--- src/rtl/sbase_pkg.sv ---
// Shared types and constants for the 4-state strobe responder.
package sbase_pkg;

    localparam int NSLOT = 4;
    localparam int IW    = $clog2(NSLOT);

    typedef logic [IW-1:0] idx_t;

    typedef enum logic [1:0] {
        IDLE    = 2'd0,
        COLLECT = 2'd1,
        HOLD    = 2'd2
    } state_e;

    localparam logic [2:0] ERR_NONE     = 3'd0;
    localparam logic [2:0] ERR_ORDER    = 3'd1;
    localparam logic [2:0] ERR_MISMATCH = 3'd2;
    localparam logic [2:0] ERR_OVERRUN  = 3'd3;
    localparam logic [2:0] ERR_TIMEOUT  = 3'd4;

endpackage

--- src/rtl/sbase_state4_resp_if.sv ---
// Bundle of sequencer strobes, frame handshake and error lines.
// master: sequencer + downstream consumer side; slave: the responder.
interface sbase_state4_resp_if #(
    parameter int W = 8
) ();
    logic           STATE0, STATE1, STATE2, STATE3;
    logic           POUT_ONE0, POUT_ONE1, POUT_ONE2, POUT_ONE3;
    logic [W-1:0]   DIN;
    logic           RDY_OUT;
    logic [4*W-1:0] DOUT;
    logic           DVALID;
    logic           DACK;
    logic           ERR;
    logic [2:0]     ERR_CODE;
    logic           ERR_CLR;

    modport master (
        output STATE0, STATE1, STATE2, STATE3,
        output POUT_ONE0, POUT_ONE1, POUT_ONE2, POUT_ONE3,
        output DIN, DACK, ERR_CLR,
        input  RDY_OUT, DOUT, DVALID, ERR, ERR_CODE
    );

    modport slave (
        input  STATE0, STATE1, STATE2, STATE3,
        input  POUT_ONE0, POUT_ONE1, POUT_ONE2, POUT_ONE3,
        input  DIN, DACK, ERR_CLR,
        output RDY_OUT, DOUT, DVALID, ERR, ERR_CODE
    );
endinterface

--- src/rtl/sbase_strobe_check.sv ---
// Combinational classifier for one cycle of strobes: which slot is being
// strobed, whether it is a clean strobe, and whether it is the expected one.
module sbase_strobe_check
    import sbase_pkg::*;
(
    input  logic [NSLOT-1:0] state_i,
    input  logic [NSLOT-1:0] pout_i,
    input  idx_t             exp_i,
    output logic             valid_o,
    output idx_t             k_o,
    output logic             in_order_o,
    output logic             mismatch_o
);
    logic multi;

    // Clearing the lowest set bit leaves something only if two or more are set.
    assign multi = |(pout_i & (pout_i - 1'b1));

    // Encode the strobed slot; only meaningful when exactly one strobe is high.
    always_comb begin
        // NOTE: default every always_comb output first so no path leaves it unassigned (no latch).
        k_o = '0;
        for (int i = 0; i < NSLOT; i++) begin
            if (pout_i[i]) k_o = idx_t'(i);
        end
    end

    assign mismatch_o = multi | (|(pout_i & ~state_i));
    assign valid_o    = (|pout_i) & ~mismatch_o;
    assign in_order_o = valid_o & (k_o == exp_i);
endmodule

--- src/rtl/sbase_state4_resp.sv ---
// Receive-side responder: collects one DIN word per state strobe into a
// 4-slot frame, hands it downstream with DVALID/DACK and throttles the
// sequencer through RDY_OUT. Optional collect timeout: SBASE_RESP_TIMEOUT_EN.
module sbase_state4_resp
    import sbase_pkg::*;
#(
    parameter int W = 8
`ifdef SBASE_RESP_TIMEOUT_EN
    , parameter int TMO_CYC = 255
`endif
) (
    input logic           CLK,
    input logic           R,
    sbase_state4_resp_if.slave bus
);
    state_e                  state_q, state_d;
    idx_t                    exp_q, exp_d;
    logic [NSLOT-1:0][W-1:0] frame_q, frame_d;
    logic                    rdy_q, rdy_d;
    logic                    dvalid_q, dvalid_d;
    logic                    err_q, err_d;
    logic [2:0]              code_q, code_d;

    logic [NSLOT-1:0] state_v, pout_v;
    logic             s_valid, s_in_order, s_mismatch;
    idx_t             s_k;
    logic             any_strobe;
    logic             tmo;
    logic             new_err;
    logic [2:0]       new_code;

    assign state_v    = {bus.STATE3, bus.STATE2, bus.STATE1, bus.STATE0};
    assign pout_v     = {bus.POUT_ONE3, bus.POUT_ONE2, bus.POUT_ONE1, bus.POUT_ONE0};
    assign any_strobe = |pout_v;

    sbase_strobe_check u_chk (
        .state_i    (state_v),
        .pout_i     (pout_v),
        .exp_i      (exp_q),
        .valid_o    (s_valid),
        .k_o        (s_k),
        .in_order_o (s_in_order),
        .mismatch_o (s_mismatch)
    );

`ifdef SBASE_RESP_TIMEOUT_EN
    localparam int CW = $clog2(TMO_CYC + 1);
    logic [CW-1:0] cnt_q, cnt_d;

    // Idle-cycle counter while collecting; saturates at the terminal count.
    always_comb begin
        cnt_d = cnt_q;
        if (state_q != COLLECT || s_valid) cnt_d = '0;
        else if (cnt_q != CW'(TMO_CYC))   cnt_d = cnt_q + 1'b1;
    end

    // A strobe coinciding with the terminal count takes precedence.
    assign tmo = (state_q == COLLECT) && !any_strobe && (cnt_q == CW'(TMO_CYC));

    // Timeout counter register.
    always_ff @(posedge CLK or posedge R) begin
        if (R) cnt_q <= '0;
        else   cnt_q <= cnt_d;
    end
`else
    assign tmo = 1'b0;
`endif

    // Next-state, frame capture and error classification.
    always_comb begin
        state_d  = state_q;
        exp_d    = exp_q;
        frame_d  = frame_q;
        new_err  = 1'b0;
        new_code = ERR_NONE;
        case (state_q)
            IDLE, COLLECT: begin
                if (s_mismatch) begin
                    new_err  = 1'b1;
                    new_code = ERR_MISMATCH;
                    state_d  = IDLE;
                    exp_d    = '0;
                end else if (s_in_order) begin
                    frame_d[s_k] = bus.DIN;
                    if (s_k == idx_t'(NSLOT - 1)) begin
                        state_d = HOLD;
                        exp_d   = '0;
                    end else begin
                        state_d = COLLECT;
                        exp_d   = s_k + 1'b1;
                    end
                end else if (s_valid) begin
                    new_err  = 1'b1;
                    new_code = ERR_ORDER;
                    state_d  = IDLE;
                    exp_d    = '0;
                end else if (tmo) begin
                    new_err  = 1'b1;
                    new_code = ERR_TIMEOUT;
                    state_d  = IDLE;
                    exp_d    = '0;
                end
            end
            HOLD: begin
                // The completed frame is never disturbed by strobes here; a
                // malformed one is still reported as a mismatch.
                if (s_mismatch) begin
                    new_err  = 1'b1;
                    new_code = ERR_MISMATCH;
                end else if (any_strobe) begin
                    new_err  = 1'b1;
                    new_code = ERR_OVERRUN;
                end
                if (bus.DACK) begin
                    state_d = IDLE;
                    exp_d   = '0;
                end
            end
            default: begin
                state_d = IDLE;
                exp_d   = '0;
            end
        endcase
    end

    // Sticky error: first code since the last clear wins; a new error beats ERR_CLR.
    always_comb begin
        err_d  = err_q;
        code_d = code_q;
        if (bus.ERR_CLR) begin
            err_d  = 1'b0;
            code_d = ERR_NONE;
        end
        if (new_err) begin
            err_d = 1'b1;
            if (!err_q || bus.ERR_CLR) code_d = new_code;
        end
    end

    // Handshake outputs follow the next state so they are registered with it.
    assign rdy_d    = (state_d != HOLD);
    assign dvalid_d = (state_d == HOLD);

    // State, frame and output registers.
    always_ff @(posedge CLK or posedge R) begin
        // NOTE: sequential state uses <= so every flop samples pre-edge values.
        if (R) begin
            state_q  <= IDLE;
            exp_q    <= '0;
            // NOTE: the frame store is reset because DOUT must read zero during reset.
            frame_q  <= '0;
            rdy_q    <= 1'b0;
            dvalid_q <= 1'b0;
            err_q    <= 1'b0;
            code_q   <= ERR_NONE;
        end else begin
            state_q  <= state_d;
            exp_q    <= exp_d;
            frame_q  <= frame_d;
            rdy_q    <= rdy_d;
            dvalid_q <= dvalid_d;
            err_q    <= err_d;
            code_q   <= code_d;
        end
    end

    assign bus.RDY_OUT  = rdy_q;
    assign bus.DVALID   = dvalid_q;
    assign bus.DOUT     = frame_q;
    assign bus.ERR      = err_q;
    assign bus.ERR_CODE = code_q;
endmodule

--- src/flat_wrapper.sv ---
// flat-port wrapper written by rule: the top's interface ports become plain ports
module sbase_state4_resp_flat import sbase_pkg::*;
#(
    parameter int W = 8

)
  (CLK, R, bus_STATE0, bus_STATE1, bus_STATE2, bus_STATE3, bus_POUT_ONE0, bus_POUT_ONE1, bus_POUT_ONE2, bus_POUT_ONE3, bus_DIN, bus_DACK, bus_ERR_CLR, bus_RDY_OUT, bus_DOUT, bus_DVALID, bus_ERR, bus_ERR_CODE);
  sbase_state4_resp_if #(.W(W)) bus_i ();
  input logic CLK;
  input logic R;
  input wire logic [$bits(bus_i.STATE0)-1:0] bus_STATE0;
  input wire logic [$bits(bus_i.STATE1)-1:0] bus_STATE1;
  input wire logic [$bits(bus_i.STATE2)-1:0] bus_STATE2;
  input wire logic [$bits(bus_i.STATE3)-1:0] bus_STATE3;
  input wire logic [$bits(bus_i.POUT_ONE0)-1:0] bus_POUT_ONE0;
  input wire logic [$bits(bus_i.POUT_ONE1)-1:0] bus_POUT_ONE1;
  input wire logic [$bits(bus_i.POUT_ONE2)-1:0] bus_POUT_ONE2;
  input wire logic [$bits(bus_i.POUT_ONE3)-1:0] bus_POUT_ONE3;
  input wire logic [$bits(bus_i.DIN)-1:0] bus_DIN;
  input wire logic [$bits(bus_i.DACK)-1:0] bus_DACK;
  input wire logic [$bits(bus_i.ERR_CLR)-1:0] bus_ERR_CLR;
  output wire logic [$bits(bus_i.RDY_OUT)-1:0] bus_RDY_OUT;
  output wire logic [$bits(bus_i.DOUT)-1:0] bus_DOUT;
  output wire logic [$bits(bus_i.DVALID)-1:0] bus_DVALID;
  output wire logic [$bits(bus_i.ERR)-1:0] bus_ERR;
  output wire logic [$bits(bus_i.ERR_CODE)-1:0] bus_ERR_CODE;
  assign bus_i.STATE0 = bus_STATE0;
  assign bus_i.STATE1 = bus_STATE1;
  assign bus_i.STATE2 = bus_STATE2;
  assign bus_i.STATE3 = bus_STATE3;
  assign bus_i.POUT_ONE0 = bus_POUT_ONE0;
  assign bus_i.POUT_ONE1 = bus_POUT_ONE1;
  assign bus_i.POUT_ONE2 = bus_POUT_ONE2;
  assign bus_i.POUT_ONE3 = bus_POUT_ONE3;
  assign bus_i.DIN = bus_DIN;
  assign bus_i.DACK = bus_DACK;
  assign bus_i.ERR_CLR = bus_ERR_CLR;
  assign bus_RDY_OUT = bus_i.RDY_OUT;
  assign bus_DOUT = bus_i.DOUT;
  assign bus_DVALID = bus_i.DVALID;
  assign bus_ERR = bus_i.ERR;
  assign bus_ERR_CODE = bus_i.ERR_CODE;
  sbase_state4_resp #(.W(W)) u_core (.CLK(CLK), .R(R), .bus(bus_i));
endmodule
--- config.mk ---
export PLATFORM = sky130hd
export DESIGN_NAME = sbase_state4_resp_flat
export DESIGN_NICKNAME = d
export VERILOG_FILES = /design/src/rtl/sbase_pkg.sv /design/src/rtl/sbase_state4_resp_if.sv /design/src/rtl/sbase_strobe_check.sv /design/src/rtl/sbase_state4_resp.sv /design/src/flat_wrapper.sv
export SDC_FILE = /design/constraint.sdc
export NUM_CORES = 1
export LEC_CHECK = 0
export BUFFER_PORTS_ARGS = -buffer_cell sky130_fd_sc_hd__buf_4
export CAP_MARGIN = 10
export CORE_ASPECT_RATIO = 2
export CORE_MARGIN = 3
export CORE_UTILIZATION = 54
export DETAILED_ROUTE_END_ITERATION = 8
export PLACE_DENSITY_LB_ADDON = 0.12
export SLEW_MARGIN = 10
export SYNTH_ARGS = -nofsm -noshare
export SYNTH_HDL_FRONTEND = slang
export SYNTH_SLANG_ARGS = --single-unit
--- constraint.sdc ---
create_clock -name CLK -period 5.5 [get_ports CLK]
set_clock_uncertainty 0.15 [all_clocks]
set_input_delay 1.1 -clock CLK [delete_from_list [all_inputs] [get_ports CLK]]
set_output_delay 1.1 -clock CLK [all_outputs]
set_load 0.02 [all_outputs]
==> results.json <==
{
  "regToRegEndpoint": "u_core.bus.DOUT[30]",
  "min_path_type": "register to register",
  "min_to": "u_core.bus.ERR_CODE[2]",
  "synth-xor-area-share_pct": 0.461,
  "final_common_cell": "buf_4",
  "finalSetupTns_ns": 0,
  "power_density_nw_per_um2": 266,
  "fin_nets": 224,
  "grt_pass1_vias": 1449,
  "place_hpwl_mm": 3.29,
  "ios": 58,
  "vias": 1345,
  "hold_slack_ns": 0.360,
  "coreArea_um2": 3270,
  "drt-wirelength-per-cell_um": 18.3,
  "synthTopCellsByArea": "dfrtp_1 (55%), mux2_2 (15%), mux2_4 (5.5%)",
  "hp-start": "u_core.bus.ERR_CODE[2]",
  "ys_types": 35,
  "cts_hold_buf": 0,
  "drive_gt1_share_pct": 53.2,
  "start_util_pct": 58.2,
  "synth_nets": 162,
  "ctsResizeCount": 0,
  "cts_tree": "yes",
  "cts_buffers": 5,
  "cts_buffer_depth": 2,
  "setup_viol": 0,
  "critical-path-slowest-cell": "a221oi_4",
  "synth_area_um2": 1900,
  "ys_seq_area_share_pct": 55.3,
  "dieArea_um2": 4310,
  "synth.area.mux_share_pct": 20.4,
  "syn2layout_area_growth_pct": 29.0,
  "worst_slew_pin_slew_ns": 0.579,
  "clock-root-buffer": "clkbuf_8",
  "max-vdd-ir-drop_mv": 0.237,
  "seqPwrFrac_pct": 51.7,
  "routed_wl_mm": 4.25,
  "antenna_cells": 0,
  "grt_pass1_wl_mm": 6.56,
  "crit_chain": "buf_4 -> nor3b_2 -> o21ai_1 -> a221oi_4 -> nand2_4 -> mux2_4",
  "clkSinkCount": 42,
  "row_count": 29,
  "synth_top_family_by_area": "multiplexers",
  "die_x_um": 47.9,
  "r2r_start": "u_core.exp_q[0]",
  "timing.final.max_slew_violations": 0,
  "critPathMaxFanout": 11,
  "synth-main-ff-cell": "dfrtp_1",
  "avgSynthCellArea_um2": 13.8,
  "ys_ff_latch": 42,
  "grt_max_degree": 43,
  "maxCapViolCount": 0,
  "timing.final.crit_period_ns": 2.75,
  "antenna_found_initial": 0,
  "firstDrtPassIters": 6,
  "p_sw_uw": 172,
  "fin_cells": 232,
  "path_clk_slew_ns": 0.08,
  "synth_compound_area_share_pct": 8.10,
  "routed_via_density": 5.80,
  "grt_overflow": 0,
  "insertion_delay_ns": 0.29,
  "whs_path_depth": 1,
  "max_freq_mhz": 364,
  "dpl_cell_area_um2": 2350,
  "p_leak_nw": 1.38,
  "swShare_pct": 26.3,
  "maxSlewHeadroom_pct": 61.4,
  "gr-usage-all-layers_pct": 21.4,
  "drc": 0,
  "synthesis.instances": 138,
  "cp-start-kind": "primary input",
  "gp_congestion": 0.698,
  "synthArstFlopShare_pct": 100,
  "mostFrequentLayoutCells": "buf_4 (58), dfrtp_1 (42), mux2_2 (25)",
  "critPathArrivalTime_ns": 2.78,
  "synth_simple_gate_area_share_pct": 10.9,
  "synth_warnings": 0,
  "drt_iter0_drc": 13,
  "status": "completed",
  "required_ns": 5.53,
  "synthAdderAreaFrac_pct": 2.64,
  "final_area_um2": 2450,
  "power_frac_clock_pct": 31.4,
  "port_buffers": 57,
  "criticalPathCategory": "primary input to register",
  "dp_cells": 224,
  "timing.final.crit_share_pct": 49.9,
  "r2r_slack_ns": 3.17,
  "end_kind": "register",
  "p_int_uw": 480,
  "synth_top_area_share_pct": 55.3,
  "worst_path_largest_cell_delay_ns": 0.62,
  "combinationalPowerShare_pct": 16.9,
  "worst_slack_ns": 2.75,
  "yosys.area.top_type": "dfrtp_1",
  "dpl_worst_slack_ns": 2.42,
  "rsz0062_at_grt": "false",
  "r2r_cells": 5,
  "htree_levels": 2,
  "post-cts-setup-buffer-count": 0,
  "synth_edf_count": 0,
  "die_h_um": 89.9,
  "finalHoldViolCount": 0,
  "drtAntennaViolNets": 0
}
## state kept, by name (all words and copies together), names as in the netlist
name and cells:
u_core.bus.DOUT 32, u_core.bus.DVALID 1, u_core.bus.ERR 1, u_core.bus.ERR_CODE 3
u_core.bus.RDY_OUT 1, u_core.exp_q 2, u_core.state_q 2
## worst max-delay path by stage
stage                        from             endpoint  slack (ns)  cells after the start
floorplan           bus_POUT_ONE3  u_core.bus.DOUT[25]        2.72                      6
global placement    bus_POUT_ONE3  u_core.bus.DOUT[27]        2.53                      6
detailed placement  bus_POUT_ONE3  u_core.bus.DOUT[28]        2.42                      6
CTS                 bus_POUT_ONE3  u_core.bus.DOUT[30]        2.74                      6
global route        bus_POUT_ONE3  u_core.bus.DOUT[31]        2.66                      6
finish              bus_POUT_ONE3  u_core.bus.DOUT[30]        2.75                      6
## Yosys cell counts, drive strengths merged, types with 2 or more instances
master and count:
and2 3, nor3b 2, mux2 32, dfrtp 42, nor2b 4, nand2 11
ha 4, o21ai 5, a21oi 5, inv 6, a22o 2, or2 2
clkbuf 2, nor3 2, nand2b 3
## cells by family after synthesis
logic type	after synthesis
buf+inv	9
fa+ha+maj	4
simple gates	30
xor+xnor	1
flops	42
compound gates	20
mux	32
## routing by layer
layer | up-vias | GRT usage, % | part of all wire [%]
met1 | 676 | 20.0 | 32
met3 | 9 | 4.60 | 4.9
met2 | 51 | 39.7 | 61
met4 | 0 | 8.76 | 2.0
li1 | 609 | - | -
met5 | - | 0 | 0
## cell type report
class | count | area [um^2]
flip-flops and latches | 42 | 1050
fillers | 226 | 816
multi-input cells | 87 | 807
repair buffers | 58 | 435
clock buffers | 6 | 82.6
well taps | 31 | 38.8
inverters | 6 | 22.5
clock inverters | 2 | 12.5
## power groups by stage
stage          clock network, mW  logic (mW)  registers [mW]
3_3_place_gp                   0       0.108           0.342
3_5_place_dp                   0       0.112           0.343
4_1_cts                    0.211       0.112           0.337
2_1_floorplan                  0      0.0384           0.362
5_1_grt                    0.220       0.118           0.339
6_report                   0.205       0.110           0.337
## worst max-delay path, delay by kind of cell
kind | cells | cell delay, ns
multiplexers | 1 | 0.34
AO/OA/AOI/OAI | 2 | 0.82
AND/OR/NAND/NOR | 2 | 0.39
buffers and inverters | 1 | 0.13
## metrics by stage
stage / power [mW] / utilization, %
after global placement: 0.450 / 72.1
after detailed placement: 0.455 / 72.1
after floorplan: 0.401 / -
final: 0.652 / 75.0
after CTS: 0.660 / 75.0
after global routing: 0.677 / 75.0
(Power assumes the default switching activity.)
